[config.mk]
export PLATFORM = sky130hd
export DESIGN_NAME = alu_share_ctrl
export DESIGN_NICKNAME = d
export VERILOG_FILES = /design/src/rtl/alu_share_ctrl.sv
export SDC_FILE = /design/constraint.sdc
export NUM_CORES = 1
export LEC_CHECK = 0
export BUFFER_PORTS_ARGS = -buffer_cell sky130_fd_sc_hd__buf_4
export CAP_MARGIN = 40
export CORE_AREA = 4 4 188 190
export CTS_BUF_LIST = sky130_fd_sc_hd__clkbuf_8
export CTS_CLUSTER_DIAMETER = 40
export CTS_CLUSTER_SIZE = 28
export DETAILED_ROUTE_END_ITERATION = 6
export DIE_AREA = 0 0 192 194
export GPL_TIMING_DRIVEN = 1
export PLACE_DENSITY_LB_ADDON = 0.1
export SLEW_MARGIN = 5
export SYNTH_ARGS = -nofsm -noshare
export SYNTH_HDL_FRONTEND = slang
export SYNTH_SLANG_ARGS = --single-unit
[constraint.sdc]
create_clock -name clk -period 4.3 [get_ports clk]
set_input_delay 1.29 -clock clk [delete_from_list [all_inputs] [get_ports clk]]
set_output_delay 1.29 -clock clk [all_outputs]
set_load 0.02 [all_outputs]
[src/rtl/alu_share_ctrl.sv]
`timescale 1ns/1ps
// -----------------------------------------------------------------------------
// alu_share_ctrl
//
// Sequencer/arbiter that lets two requesters share one combinational ALU.
// Requester 0 is the core execute stage, requester 1 the auxiliary port.
// One operation is in flight at a time:
//   IDLE : combinational round-robin grant, request accepted on valid&ready
//   EXEC : registered operands held on alu_* for 1 cycle (MUL_LAT on MUL)
//   RESP : captured result/flags held on rsp_* until the owner takes them
//
// Opcode map seen by the ALU (only MUL matters to this block):
//   0 ADD, 1 SUB, 2 MUL, ... 12 SHL, 13 SHR. 14/15 are forwarded unchanged.
//
// Ports
//   clk, rst_n                   clock, asynchronous active-low reset
//   rN_valid / rN_ready          request handshake (ready is combinational)
//   rN_opcode, rN_a, rN_b,
//   rN_imm, rN_src_sel, rN_shamt request fields, sampled on accept only
//   rN_rsp_valid / rN_rsp_ready  response handshake towards requester N
//   rsp_data, rsp_z, rsp_c       registered result and flags (shared)
//   busy                         high whenever the FSM is not in IDLE
//   alu_enable                   high while the ALU is executing
//   alu_opcode, alu_a, alu_b,
//   alu_imm, alu_shift_amt,
//   alu_src_sel                  registered operands towards the ALU
//   alu_data, alu_z, alu_c       combinational ALU result
// -----------------------------------------------------------------------------
module alu_share_ctrl #(
    parameter int unsigned MUL_LAT = 2
) (
    input  logic        clk,
    input  logic        rst_n,

    input  logic        r0_valid,
    output logic        r0_ready,
    input  logic [3:0]  r0_opcode,
    input  logic [31:0] r0_a,
    input  logic [31:0] r0_b,
    input  logic [31:0] r0_imm,
    input  logic        r0_src_sel,
    input  logic [4:0]  r0_shamt,
    output logic        r0_rsp_valid,
    input  logic        r0_rsp_ready,

    input  logic        r1_valid,
    output logic        r1_ready,
    input  logic [3:0]  r1_opcode,
    input  logic [31:0] r1_a,
    input  logic [31:0] r1_b,
    input  logic [31:0] r1_imm,
    input  logic        r1_src_sel,
    input  logic [4:0]  r1_shamt,
    output logic        r1_rsp_valid,
    input  logic        r1_rsp_ready,

    output logic [63:0] rsp_data,
    output logic        rsp_z,
    output logic        rsp_c,
    output logic        busy,

    output logic        alu_enable,
    output logic [3:0]  alu_opcode,
    output logic [31:0] alu_a,
    output logic [31:0] alu_b,
    output logic [31:0] alu_imm,
    output logic [31:0] alu_shift_amt,
    output logic        alu_src_sel,
    input  logic [63:0] alu_data,
    input  logic        alu_z,
    input  logic        alu_c
);

    localparam logic [3:0] OP_MUL       = 4'd2;
    // cnt counts the extra EXEC cycles beyond the first one
    localparam logic [3:0] MUL_CNT_INIT = 4'(MUL_LAT - 1);

    typedef enum logic [1:0] {
        ST_IDLE = 2'd0,
        ST_EXEC = 2'd1,
        ST_RESP = 2'd2
    } state_t;

    state_t      state_r;
    logic        last_gnt_r;
    logic        owner_r;
    logic [3:0]  cnt_r;

    logic        gnt0_s;
    logic        gnt1_s;
    logic        accept_s;
    logic        rsp_ack_s;

    logic [3:0]  req_opcode_s;
    logic [31:0] req_a_s;
    logic [31:0] req_b_s;
    logic [31:0] req_imm_s;
    logic        req_src_sel_s;
    logic [4:0]  req_shamt_s;

    // Extra EXEC cycles to spend on an opcode after the first one.
    function automatic logic [3:0] exec_cnt_load(input logic [3:0] op);
        logic [3:0] v;
        if (op == OP_MUL) begin
            v = MUL_CNT_INIT;
        end else begin
            v = 4'd0;
        end
        return v;
    endfunction

    // Round-robin grant, only meaningful in IDLE; a tie goes to the requester that was not served last.
    always_comb begin
        gnt0_s = 1'b0;
        gnt1_s = 1'b0;
        if (state_r == ST_IDLE) begin
            if (r0_valid && r1_valid) begin
                if (last_gnt_r) begin
                    gnt0_s = 1'b1;
                end else begin
                    gnt1_s = 1'b1;
                end
            end else if (r0_valid) begin
                gnt0_s = 1'b1;
            end else if (r1_valid) begin
                gnt1_s = 1'b1;
            end else begin
                gnt0_s = 1'b0;
                gnt1_s = 1'b0;
            end
        end else begin
            gnt0_s = 1'b0;
            gnt1_s = 1'b0;
        end
    end

    // A grant implies the matching valid, so any grant is an accept.
    assign accept_s = gnt0_s | gnt1_s;

    // Ready is forced low while reset is asserted so every output reads 0 in reset.
    assign r0_ready = gnt0_s & rst_n;
    assign r1_ready = gnt1_s & rst_n;

    // Response handshake of whichever requester owns the in-flight op.
    assign rsp_ack_s = owner_r ? r1_rsp_ready : r0_rsp_ready;

    // Select the granted requester's fields for capture.
    always_comb begin
        req_opcode_s  = r0_opcode;
        req_a_s       = r0_a;
        req_b_s       = r0_b;
        req_imm_s     = r0_imm;
        req_src_sel_s = r0_src_sel;
        req_shamt_s   = r0_shamt;
        if (gnt1_s) begin
            req_opcode_s  = r1_opcode;
            req_a_s       = r1_a;
            req_b_s       = r1_b;
            req_imm_s     = r1_imm;
            req_src_sel_s = r1_src_sel;
            req_shamt_s   = r1_shamt;
        end else begin
            req_opcode_s  = r0_opcode;
            req_a_s       = r0_a;
            req_b_s       = r0_b;
            req_imm_s     = r0_imm;
            req_src_sel_s = r0_src_sel;
            req_shamt_s   = r0_shamt;
        end
    end

    // Main sequencer: accept, hold operands through EXEC, capture and hold the response.
    always_ff @(posedge clk or negedge rst_n) begin
        if (!rst_n) begin
            state_r       <= ST_IDLE;
            last_gnt_r    <= 1'b1;
            owner_r       <= 1'b0;
            cnt_r         <= 4'd0;
            busy          <= 1'b0;
            alu_enable    <= 1'b0;
            alu_opcode    <= 4'd0;
            alu_a         <= 32'd0;
            alu_b         <= 32'd0;
            alu_imm       <= 32'd0;
            alu_shift_amt <= 32'd0;
            alu_src_sel   <= 1'b0;
            rsp_data      <= 64'd0;
            rsp_z         <= 1'b0;
            rsp_c         <= 1'b0;
            r0_rsp_valid  <= 1'b0;
            r1_rsp_valid  <= 1'b0;
        end else begin
            case (state_r)
                ST_IDLE: begin
                    if (accept_s) begin
                        alu_opcode    <= req_opcode_s;
                        alu_a         <= req_a_s;
                        alu_b         <= req_b_s;
                        alu_imm       <= req_imm_s;
                        alu_src_sel   <= req_src_sel_s;
                        alu_shift_amt <= {27'd0, req_shamt_s};
                        owner_r       <= gnt1_s;
                        last_gnt_r    <= gnt1_s;
                        cnt_r         <= exec_cnt_load(req_opcode_s);
                        busy          <= 1'b1;
                        alu_enable    <= 1'b1;
                        state_r       <= ST_EXEC;
                    end else begin
                        busy          <= 1'b0;
                        alu_enable    <= 1'b0;
                    end
                end
                ST_EXEC: begin
                    if (cnt_r != 4'd0) begin
                        cnt_r <= cnt_r - 4'd1;
                    end else begin
                        rsp_data     <= alu_data;
                        rsp_z        <= alu_z;
                        rsp_c        <= alu_c;
                        alu_enable   <= 1'b0;
                        r0_rsp_valid <= ~owner_r;
                        r1_rsp_valid <= owner_r;
                        state_r      <= ST_RESP;
                    end
                end
                ST_RESP: begin
                    // Returning to IDLE here means no accept can share the handshake edge.
                    if (rsp_ack_s) begin
                        r0_rsp_valid <= 1'b0;
                        r1_rsp_valid <= 1'b0;
                        busy         <= 1'b0;
                        state_r      <= ST_IDLE;
                    end else begin
                        state_r      <= ST_RESP;
                    end
                end
                default: begin
                    state_r      <= ST_IDLE;
                    busy         <= 1'b0;
                    alu_enable   <= 1'b0;
                    r0_rsp_valid <= 1'b0;
                    r1_rsp_valid <= 1'b0;
                end
            endcase
        end
    end

endmodule

**After elaboration in Yosys (flattened, before gate mapping)**

Index checks and enable logic that the tools add are counted.

- Add/subtract/negate cells: 1
- Equality and inequality tests: 7
- Multiplexer cells: 33
- Bitwise operators: 8
- Reductions and logical operators: 11

Operator list:

| kind | count |
|---|---|
| $mux W32 | 3 |
| $mux W1 | 17 |
| $mux W4 | 3 |
| $pmux W1 S3 | 4 |
| $reduce_and A2 Y1 | 5 |
| $ne A2 B2 Y1 const B | 4 |
| $pmux W4 S2 | 1 |
| $mux W2 | 3 |
| $pmux W2 S3 | 1 |
| $reduce_and A3 Y1 | 2 |
| $mux W5 | 1 |
| $not A1 Y1 | 5 |
| $eq A4 B2 Y1 const B | 1 |
| $reduce_bool A4 Y1 | 1 |
| $sub A4 B1 Y4 const B | 1 |
| $and A1 B1 Y1 | 2 |
| $eq A2 B1 Y1 const B | 1 |
| $eq A2 B2 Y1 const B | 1 |
| $logic_not A2 Y1 | 1 |
| $reduce_bool A2 Y1 | 1 |
| $logic_and A1 B1 Y1 | 1 |
| $or A1 B1 Y1 | 1 |

- Bits in registers: 184
- Input bits: 284
- Output and inout port bits: 205
- Logic and storage cells: 77

**Longest topological paths before layout**

Gate-level depths: netlist (run 1).

- Word-level depth: 9
- Depth in mapped cells: 7
- Gate-level depth less buffers: 6

**Worst setup path before layout (run 1)**

OpenSTA, ideal clock, no wires.

- Path kind: in2out
- Start: input port r0_valid
- End: output port r1_ready
- Arrival time: 2.151 ns
- Data required time: 3.010 ns
- Setup slack: 0.859 ns
- Stages on the path: 6
- Path buffers: 3
- Path through: nand2_1 > and3_1 > buf_2 > buf_6 > buf_6 > and2_1

- Cells in the longest elaborated chain, start to end: 4

Ends and longest elaborated chain:

| what | RTL line | RTL |
|---|---|---|
| start, declared | 35 | `input logic r0_valid,` |
| $mux W1 / $logic_and A1 B1 Y1 (equally long branches) | 123, 117 |  |
| $mux W1 (*) | 117 | `if (r0_valid && r1_valid) begin` |
| $mux W1 (*) | 116 | `if (state_r == ST_IDLE) begin` |
| $and A1 B1 Y1 (*) | 142 | `assign r1_ready = gnt1_s & rst_n;` |
| end, declared | 47 | `output logic r1_ready,` |

Mark *: on every way between the ends. The rest lies on a longest branch, timed or not.

**Worst setup path after layout (run 1)**

Same ends and word-level chain as after synthesis.

==> impl_results.md, run 1 <==
* Run status: complete, no violations
* Syn_area_per_cell at 13.29 µm²
* Min-delay worst type: reg -> reg
* YS warnings at 0
* Asr flop ratio synth at 100.0%
* Worst-margin pin slew at 0.8350 ns
* Setup WS pre-CTS at 0.7759 ns
* Adder-Cell Fraction of Synth Area at 0.1593%
* Final Cycle Share at 80.60%
* Hold Crit Depth at 1
* Main combinational cell family by area after synthesis: compound AO/OA/AOI/OAI gates
* Largest area contributor in the netlist: dfrtp_1
* Layout cell share with drive strength beyond 1 at 53.31%
* CTS Buffer Depth at 2
* Die Area at 37,250 µm²
* EDFF count, synth at 0
* DR pass1 iterations at 4
* Comb pwr share at 53.5%
* Simple-gate area share of the yosys netlist at 10.45%
* Top routing layer used: met4
* Post-CTS setup buffers at 0
* Seq/Total Area, Yosys at a little under 60%
* Routed via count at 6,712
* Synthesized area at around 7900 µm²
* Gp weighted congestion at about 0.73
* Fin area at ~12,000 µm²
* Switching power at 3.913 mW
* Die Height at 194 µm
* Cts hold-fix bufs at 0
* Setup WS post-layout at 0.8341 ns
* Vias in the first global route at 7,307
* Seq pwr share at 33.2%
* CTS H-tree depth at 4
* Leak Pwr at about 6.1 nW
* Area delta synth->final at 54.53%
* Clk slew on worst S/H paths at ~0.09 ns
* Final setup violation count at 0
* Synth unique cells at 36
* Pint at around 5.6 mW
* Headroom to the max-slew limit at approximately 44%
* Clock Latency Late Sink at 0.48 ns
* Tmin final at 3.466 ns
* Most frequent cells in the layout: buf_4, dfrtp_1, and3_1, a221o_1, mux2_2
* Row count at 67
* Cell count of the worst reg-to-reg path at 7
* Max-slew violations at 0
* Synth top area cells: dfrtp_1, a221o_1, and3_1
* Met2 WL at between 15 and 20 mm
* CTS Sinks at around 180
* Crit path DAT at 2.18 ns
* WS Path Type: in -> out
* Max-cap violations at 0
* Remaining DRCs at 0
* Main synth FF type: dfrtp_1
* Maximum fanout along the worst path at 4
* TritonCTS clock tree: yes
* Post-Synthesis Cells at 591
* Initial antenna violation count at 2
* Gr usage total at 16.00%
* Nets at 1,315
* Post-CTS sizing at 0
* Clock Power Share at 13.2%
* Setup tns final at 0 ns
* FF+latch count, synth at 184
* Maximum vdd ir drop at 0.2994 mV
* Detailed placer's ending HPWL at 22.67 mm
* Initial drt markers at ~270
* WP data required at 3.01 ns
* Grt total ovfl at 0
* Die width at about 190 µm
* Port Buffer Count at 461
* First-pass GRT wire length at 45.81 mm
* CP endpoint kind: output pin
* Met3 wire length at 3.290 mm
* Area post-placement at approximately 12,000 µm²
* Io pins at 489
* Via density at 4.496
* Net Sw Frac at 41.26%
* CTS buffer count at 17
* Share of the synthesized area in the top cell type at 58.31%
* Synth Area in Compound Gates at ~15%
* RSZ-0062 raised after global routing: false
* Power Density at just under 800 nW/µm²
* Commonest non-fill, non-tap cell in the layout: buf_4
* Pin count of the biggest net entering global routing at about 110
* Final Hold Viols at 0
* Final antenna-violating net count at 0
* Core Area at 33,450 µm²
* XOR/XNOR Fraction of Synth Area at 0%
* Setup Skew at 0.01812 ns
* Met1 WL at 11.93 mm
* Clk root buf: clkbuf_8
* Wire length per cell at about 21 µm
* Upper clock frequency limit at 288.5 MHz
* Initial Util at 23.48%
* Post-synthesis mux area share at 9.845%
* DRT Wirelength at 31.05 mm
* Startpoint types: input port
-- per-layer routing --
metal | GRT usage, % | up-vias
li1 | - | 3102
met1 | 18.22 | 3264
met2 | 27.00 | 319
met3 | 6.734 | 27
met4 | 5.415 | 0
met5 | 0 | -
-- cell usage after synthesis, types with 4 or more instances --
library cell and n:
mux2_1 24, nand2_1 8, buf_2 13, inv_1 4
buf_4 29, mux2_2 42, buf_6 6, a221o_1 106
clkbuf_1 29, and3_1 107, o21ai_0 5, dfrtp_1 183
-- through the flow --
stage	total power, mW	instances	utilization (%)	hold slack, ns
5_1_grt	10.09	1493	36.28	0.5233
3_5_place_dp	8.360	1459	35.03	0.4838
4_1_cts	9.649	1491	36.27	0.5050
2_1_floorplan	6.035	617	-	0.4671
3_3_place_gp	8.321	1457	34.86	0.4759
6_report	9.484	1493	36.28	0.4981
-- final timing paths --
path / to / start / slack [ns]
worst max-delay path: r1_ready / r0_valid / 0.83
worst max register to register: rsp_data[53] / cnt_r[0] / 2.02
max in group asynchronous: rsp_data[33] / rst_n / 1.94
worst min-delay path: rsp_data[58] / rsp_data[58] / 0.50
min in group asynchronous: rsp_data[3] / rst_n / 0.63
worst min register to register: rsp_data[58] / rsp_data[58] / 0.50
-- logic make-up (layout without fill, tap and decap cells) --
family                   count (synthesis)  after routing
AO/OA/AOI/OAI                          120            120
other                                    1             29
multiplexers                            69             69
flip-flops                             184            184
AND/OR/NAND/NOR                        132            132
buffers and inverters                   84            510
adder cells (fa/ha/maj)                  1              1
-- cell type report --
cell class,instances,area (µm²)
antenna,2,5.005
clock buffer,20,275.3
clock inverter,12,140.1
fill,3403,21310
inverter,4,15.01
multi-input combinational,349,2893
sequential,184,4606
tap,448,560.5
timing repair buffer,474,3642
-- flip-flops by register name, summed over array words and instances, names as in the netlist, 2 cells and up --
register and cells:
rsp_data 64, alu_b 32, alu_shift_amt 5, alu_opcode 4, cnt_r 4, alu_imm 32
alu_a 32, state_r 2
-- power groups by stage --
stage	clock [mW]	combinational, mW	sequential, mW
floorplan	0	1.87	4.16
global placement	0	5.14	3.18
detailed placement	0	5.19	3.17
CTS	1.32	5.17	3.16
global route	1.37	5.46	3.27
finish	1.25	5.08	3.15
-- worst max-delay path, stage by stage --
cell     delay [ns]
buf_4          0.13
nand2_1        0.12
and3_4         0.22
and2_1         0.23
buf_4          0.18
(Power assumes the default switching activity.)
==> run 2, diff against run 1 <==
==> constraint.sdc (replaced) <==
create_clock -name clk -period 2.8 [get_ports clk]
set_input_delay 0.84 -clock clk [delete_from_list [all_inputs] [get_ports clk]]
set_output_delay 0.84 -clock clk [all_outputs]
set_load 0.02 [all_outputs]
==> impl_results.md, run 2 (same netlist as run 1, synthesis figures left out) <==
* Run status: complete, no violations
* DR pass1 iterations at 4 (unchanged)
* Crit path cell chain: nor2_4 > and3_4 > and2_1 > buf_4
* Top Usage Layer GRT: met2
* Setup Skew at 0.01328 ns (-0.004836 ns)
* Clk root buf: clkbuf_8
* Post-CTS setup buffers at 0 (unchanged)
* Area delta synth->final at 54.56% (about the same)
* Clock Latency Late Sink at 0.48 ns (about the same)
* Headroom to the max-slew limit at 47.77% (+3.4 points)
* Die Area at 37,250 µm² (unchanged)
* Commonest non-fill, non-tap cell in the layout: buf_4
* CP endpoint kind: output pin
* Routed via count at 6,706 (-0.089%)
* Core Area at 33,450 µm² (unchanged)
* Switching power at 5.996 mW (+53%)
* Grt met1 use at 18.09% (-0.13 points)
* CTS Buffer Depth at 2 (unchanged)
* Layout cell share with drive strength beyond 1 at 53.21% (-0.096 points)
* Most frequent cells in the layout: buf_4, dfrtp_1, and3_1, a221o_1, mux2_2
* Max-slew violations at 0 (unchanged)
* Final Cycle Share at between 90 and 100%
* DRT Wirelength at 30.83 mm (-0.72%)
* CTS buffer count at 17 (unchanged)
* Leak Pwr at 6.151 nW (+0.13%)
* Port Buffer Count at 461 (unchanged)
* Largest register by flop count: rsp_data
* Initial antenna violation count at 1 (-1)
* CTS H-tree depth at 4 (unchanged)
* Clk slew on worst S/H paths at 0.11 ns (+0.02 ns)
* Comb pwr share at 53.5% (about the same)
* Initial drt markers at 247 (-9.5%)
* Fin area at 12,140 µm² (about the same)
* Nets at 1,315 (unchanged)
* Io pins at 489 (unchanged)
* CTS Sinks at 184 (unchanged)
* Setup WS pre-CTS at 0.1940 ns (-0.5819 ns)
* Vias in the first global route at 7,190 (-1.6%)
* CP bufs+invs at 1 (-1)
* Final Hold Viols at 0 (unchanged)
* Gr usage total at 15.88% (-0.11 points)
* Clock Power Share at 13.3% (about the same)
* Tmin final at 2.594 ns
* Setup tns final at 0 ns (unchanged)
* Gp weighted congestion at 0.7381 (+1.2%)
* Initial Util at 23.48% (unchanged)
* Wire length per cell at 20.66 µm (-0.65%)
* WP data required at 1.96 ns (-1.05 ns)
* Register area at 4606 µm² (unchanged)
* Seq pwr share at 33.2% (about the same)
* WS Path Type: reg -> out
* Flip-flop count of the largest register after layout at 64 (unchanged)
* Pint at 8.608 mW (+55%)
* Die width at 192 µm (unchanged)
* Remaining DRCs at 0 (unchanged)
* Largest stage delay, worst path at 0.45 ns (+0.22 ns)
* Multi-input gate area at 2893 µm² (unchanged)
* Net Sw Frac at 41.05% (-0.21 points)
* Fin util at 36.29% (about the same)
* Grt total ovfl at 0 (unchanged)
* Met3 Use GR at 6.626% (-0.11 points)
* First-pass GRT wire length at 45.04 mm (-1.7%)
* Die Height at 194 µm (unchanged)
* Final setup violation count at 0 (unchanged)
* Max-cap violations at 0 (unchanged)
* TritonCTS clock tree: yes
* Power Density at 1203 nW/µm² (+54%)
* Pin count of the biggest net entering global routing at 109 (+0.93%)
* Via density at 4.495 (about the same)
* Startpoint types: flop
* Min-delay worst type: in -> async
* CP top delay family: simple AND/OR/NAND/NOR gates
* Maximum vdd ir drop at 0.5005 mV (+67%)
* Crit path DAT at 1.75 ns (-0.43 ns)
* Worst-margin pin slew at 0.7834 ns (-0.05160 ns)
* Row count at 67 (unchanged)
* Upper clock frequency limit at approximately 390 MHz
* Post-CTS sizing at 0 (unchanged)
* Crit path max-delay cell type: dfrtp_1
* Cts hold-fix bufs at 0 (unchanged)
* Final antenna-violating net count at 0 (unchanged)
* Setup WS post-layout at 0.2064 ns (-0.6277 ns)
* Detailed placer's ending HPWL at 22.39 mm (-1.2%)
* RSZ-0062 raised after global routing: false
* Fill count at 3,404 (+0.029%)
* Maximum fanout along the worst path at 5 (+1)
* Area post-placement at 11,720 µm² (about the same)
* Met2 Track Usage GR at 26.93% (-0.065 points)
-- run 2: cell count changes in the layout (fill, tap and decap cells not counted) --
cell        change
buf_16          -2
inv_1           +1
clkinv_2        +2
clkbuf_8        -3
clkinvlp_4      -1
clkinv_4        +1
diode_2         -1
buf_4           -2
bufinv_16       +1
buf_12          +4
inv_6           -1
-- run 2: power by group through the flow --
| stage | clock [mW] | sequential, mW | combinational [mW] |
|---|---|---|---|
| floorplan | 0 | 6.39 | 2.88 |
| global placement | 0 | 4.90 | 7.94 |
| detailed placement | 0 | 4.86 | 8.00 |
| CTS | 2.03 | 4.86 | 7.97 |
| global route | 2.13 | 5.03 | 8.43 |
| finish | 1.94 | 4.85 | 7.82 |
-- run 2: final timing paths --
check | start | to | slack, ns | cells after the start
min in group clk | r0_rsp_valid | r0_rsp_valid | 0.50 | 1
worst max register to register | state_r[0] | alu_opcode[3] | 0.87 | 6
worst min-delay path | rst_n | rsp_data[4] | 0.41 | 2
worst max-delay path | state_r[0] | r1_ready | 0.21 | 4
worst min register to register | r0_rsp_valid | r0_rsp_valid | 0.50 | 1
max in group asynchronous | rst_n | alu_a[8] | 1.25 | 3
-- run 2: per-stage QoR --
stage / std cells / hold WS (ns) / total power [mW]
floorplan: 617 / 0.4671 / 9.268
global placement: 1458 / 0.4775 / 12.84
detailed placement: 1458 / 0.4760 / 12.86
CTS: 1490 / 0.3701 / 14.86
global route: 1492 / 0.3988 / 15.59
finish: 1492 / 0.4147 / 14.60
-- run 2: final cells by class --
cell class / instances / area share [%]
tap: 448 / 4.618
clock inverter: 15 / 1.453
inverter: 4 / 0.1237
clock buffer: 17 / 1.927
antenna: 1 / 0.02061
multi-input combinational: 349 / 23.83
timing repair buffer: 474 / 30.09
sequential: 184 / 37.94
-- run 2: per-layer routing --
layer  up-vias  share of wire (%)
met5         -                  0
met4         0                2.0
met3        31                 11
met2       322                 49
met1      3259                 39
li1       3094                  -
==> run 3, diff against run 2 <==
--- a/config.mk
+++ b/config.mk
@@ -15,6 +15,7 @@
 export DIE_AREA = 0 0 192 194
 export GPL_TIMING_DRIVEN = 1
 export PLACE_DENSITY_LB_ADDON = 0.1
+export SETUP_SLACK_MARGIN = 0.5
 export SLEW_MARGIN = 5
 export SYNTH_ARGS = -nofsm -noshare
 export SYNTH_HDL_FRONTEND = slang
==> impl_results.md, run 3 (same netlist as run 1, synthesis figures left out) <==
* Clk slew on worst S/H paths at 0.10 ns (about the same)
* Fill count at 3,382 (-0.65%)
* Max-cap violations at 0 (unchanged)
* CTS Sinks at 184 (unchanged)
* DR pass1 iterations at 7 (+3)
* Largest register by flop count: rsp_data
* Tmin final at 2.396 ns (-0.1972 ns)
* Worst-margin pin slew at 0.9342 ns (+0.1508 ns)
* Flop2flop setup slack at 0.86 ns (about the same)
* Crit path DAT at 1.56 ns (-0.19 ns)
* Core Area at 33,450 µm² (unchanged)
* RSZ-0062 raised after global routing: true
* Fin util at 36.38% (+0.086 points)
* Cell count of the worst reg-to-reg path at 7 (+1)
* Routed via count at 6,680 (-0.39%)
* Run status: complete, no violations
* Port Buffer Count at 461 (unchanged)
* Final Cycle Share at 85.59% (-7.0 points)
* Initial antenna violation count at 1 (unchanged)
* Detailed placer's ending HPWL at 22.67 mm (+1.3%)
* Area post-placement at 11,720 µm² (about the same)
* Flip-flop count of the largest register after layout at 64 (unchanged)
* Worst R2R End: alu_a[10]
* Fin area at 12,170 µm² (+0.24%)
* WS Path Type: reg -> out
* Row count at 67 (unchanged)
* First-pass GRT wire length at 46.04 mm (+2.2%)
* Startpoint types: flop
* Commonest non-fill, non-tap cell in the layout: buf_4
* Crit path from: last_gnt_r
* Setup Skew at 0.01093 ns (-0.002349 ns)
* Initial drt markers at 281 (+14%)
* CTS H-tree depth at 4 (unchanged)
* Layout cell share with drive strength beyond 1 at 53.73% (+0.52 points)
* Final Hold Viols at 0 (unchanged)
* Initial Util at 23.48% (unchanged)
* Power Density at 1197 nW/µm² (-0.51%)
* Most frequent cells in the layout: buf_4, dfrtp_1, and3_1, a221o_1, mux2_2
* Clock Latency Late Sink at 0.47 ns (about the same)
* Max-slew violations at 0 (unchanged)
* Clk root buf: clkbuf_8
* CTS Buffer Depth at 2 (unchanged)
* Maximum vdd ir drop at 0.4807 mV (-4.0%)
* Upper clock frequency limit at 417.3 MHz (+8.2%)
* Leak Pwr at 6.158 nW (+0.13%)
* Nets at 1,318 (+0.23%)
* Headroom to the max-slew limit at 37.72% (-10 points)
* Via density at 4.471 (-0.52%)
* DRT Wirelength at 31.63 mm (+2.6%)
* Cts hold-fix bufs at 0 (unchanged)
* CTS buffer count at 17 (unchanged)
* Die Area at 37,250 µm² (unchanged)
* Final setup violation count at 0 (unchanged)
* Die Height at 194 µm (unchanged)
* Gp weighted congestion at 0.7028 (-4.8%)
* Diodes inserted at 0 (-1)
* Wire length per cell at 21.17 µm (+2.5%)
* Remaining DRCs at 0 (unchanged)
* Die width at 192 µm (unchanged)
* Pin count of the biggest net entering global routing at 163 (+50%)
* Min-delay worst type: in -> async
* Setup tns final at 0 ns (unchanged)
* CP endpoint kind: output pin
* End of the critical path: r1_ready
* Vias in the first global route at 7,237 (+0.65%)
* Reg-to-reg startpoint: state_r[1]
* Power Total at 14.56 mW (-0.28%)
* Final antenna-violating net count at 0 (unchanged)
* TritonCTS clock tree: yes
* Area delta synth->final at 54.93%
* Maximum fanout along the worst path at 2 (-3)
* WP data required at 1.96 ns (about the same)
* Worst hold slack at 0.1678 ns (-0.2469 ns)
* Grt total ovfl at 0 (unchanged)
* Io pins at 489 (unchanged)
* Gr usage total at 16.19% (+0.31 points)
==> run 3: layout make-up <==
class                      count  area [µm²]  share of cell area (%)
sequential                   184        4606                   37.85
timing repair buffer         477        3674                   30.19
multi-input combinational    349        2920                   24.00
tap                          448       560.5                   4.607
clock buffer                  20       275.3                   2.262
clock inverter                12       117.6                  0.9666
inverter                       4       15.01                  0.1234
==> run 3: worst min path at each step <==
stage	start	end	cells past startpoint
2_1_floorplan	cnt_r[3]	cnt_r[3]	1
3_3_place_gp	rsp_data[57]	rsp_data[57]	1
3_5_place_dp	rsp_data[57]	rsp_data[57]	1
4_1_cts	rst_n	state_r[1]	1
5_1_grt	rst_n	state_r[0]	1
6_report	rst_n	state_r[0]	1
==> run 3: routing by layer <==
layer	routed length (µm)	GRT usage, %	up-vias
li1	-	-	3102
met1	12030	18.32	3236
met2	15700	27.76	319
met3	3436	7.544	21
met4	440	3.803	2
met5	20	0	-
==> run 3: critical path, stage by stage, from the launching register on <==
cell	delay, ns
dfstp_2	0.59
nand2_8	0.05
and3_4	0.15
and2_4	0.15
buf_6	0.13
==> run 3: stage by stage <==
step                worst slack (ns)  instances
global placement              0.3901       1457
global route                  0.3110       1494
finish                        0.4036       1494
floorplan                     0.4002        617
detailed placement            0.3910       1457
CTS                           0.3132       1494
==> run 3: report_power, final <==
group / leakage (nW) / switching (mW) / internal, mW
clock network: 0.199 / 1.07 / 0.788
logic: 3.78 / 4.16 / 3.70
registers: 2.18 / 0.803 / 4.05
==> run 3: repair_timing <==
item	4_1_cts	5_1_grt
gates resized for setup	2	3
setup endpoints to repair	2	2
pin swaps	2	1
setup buffers	5	0
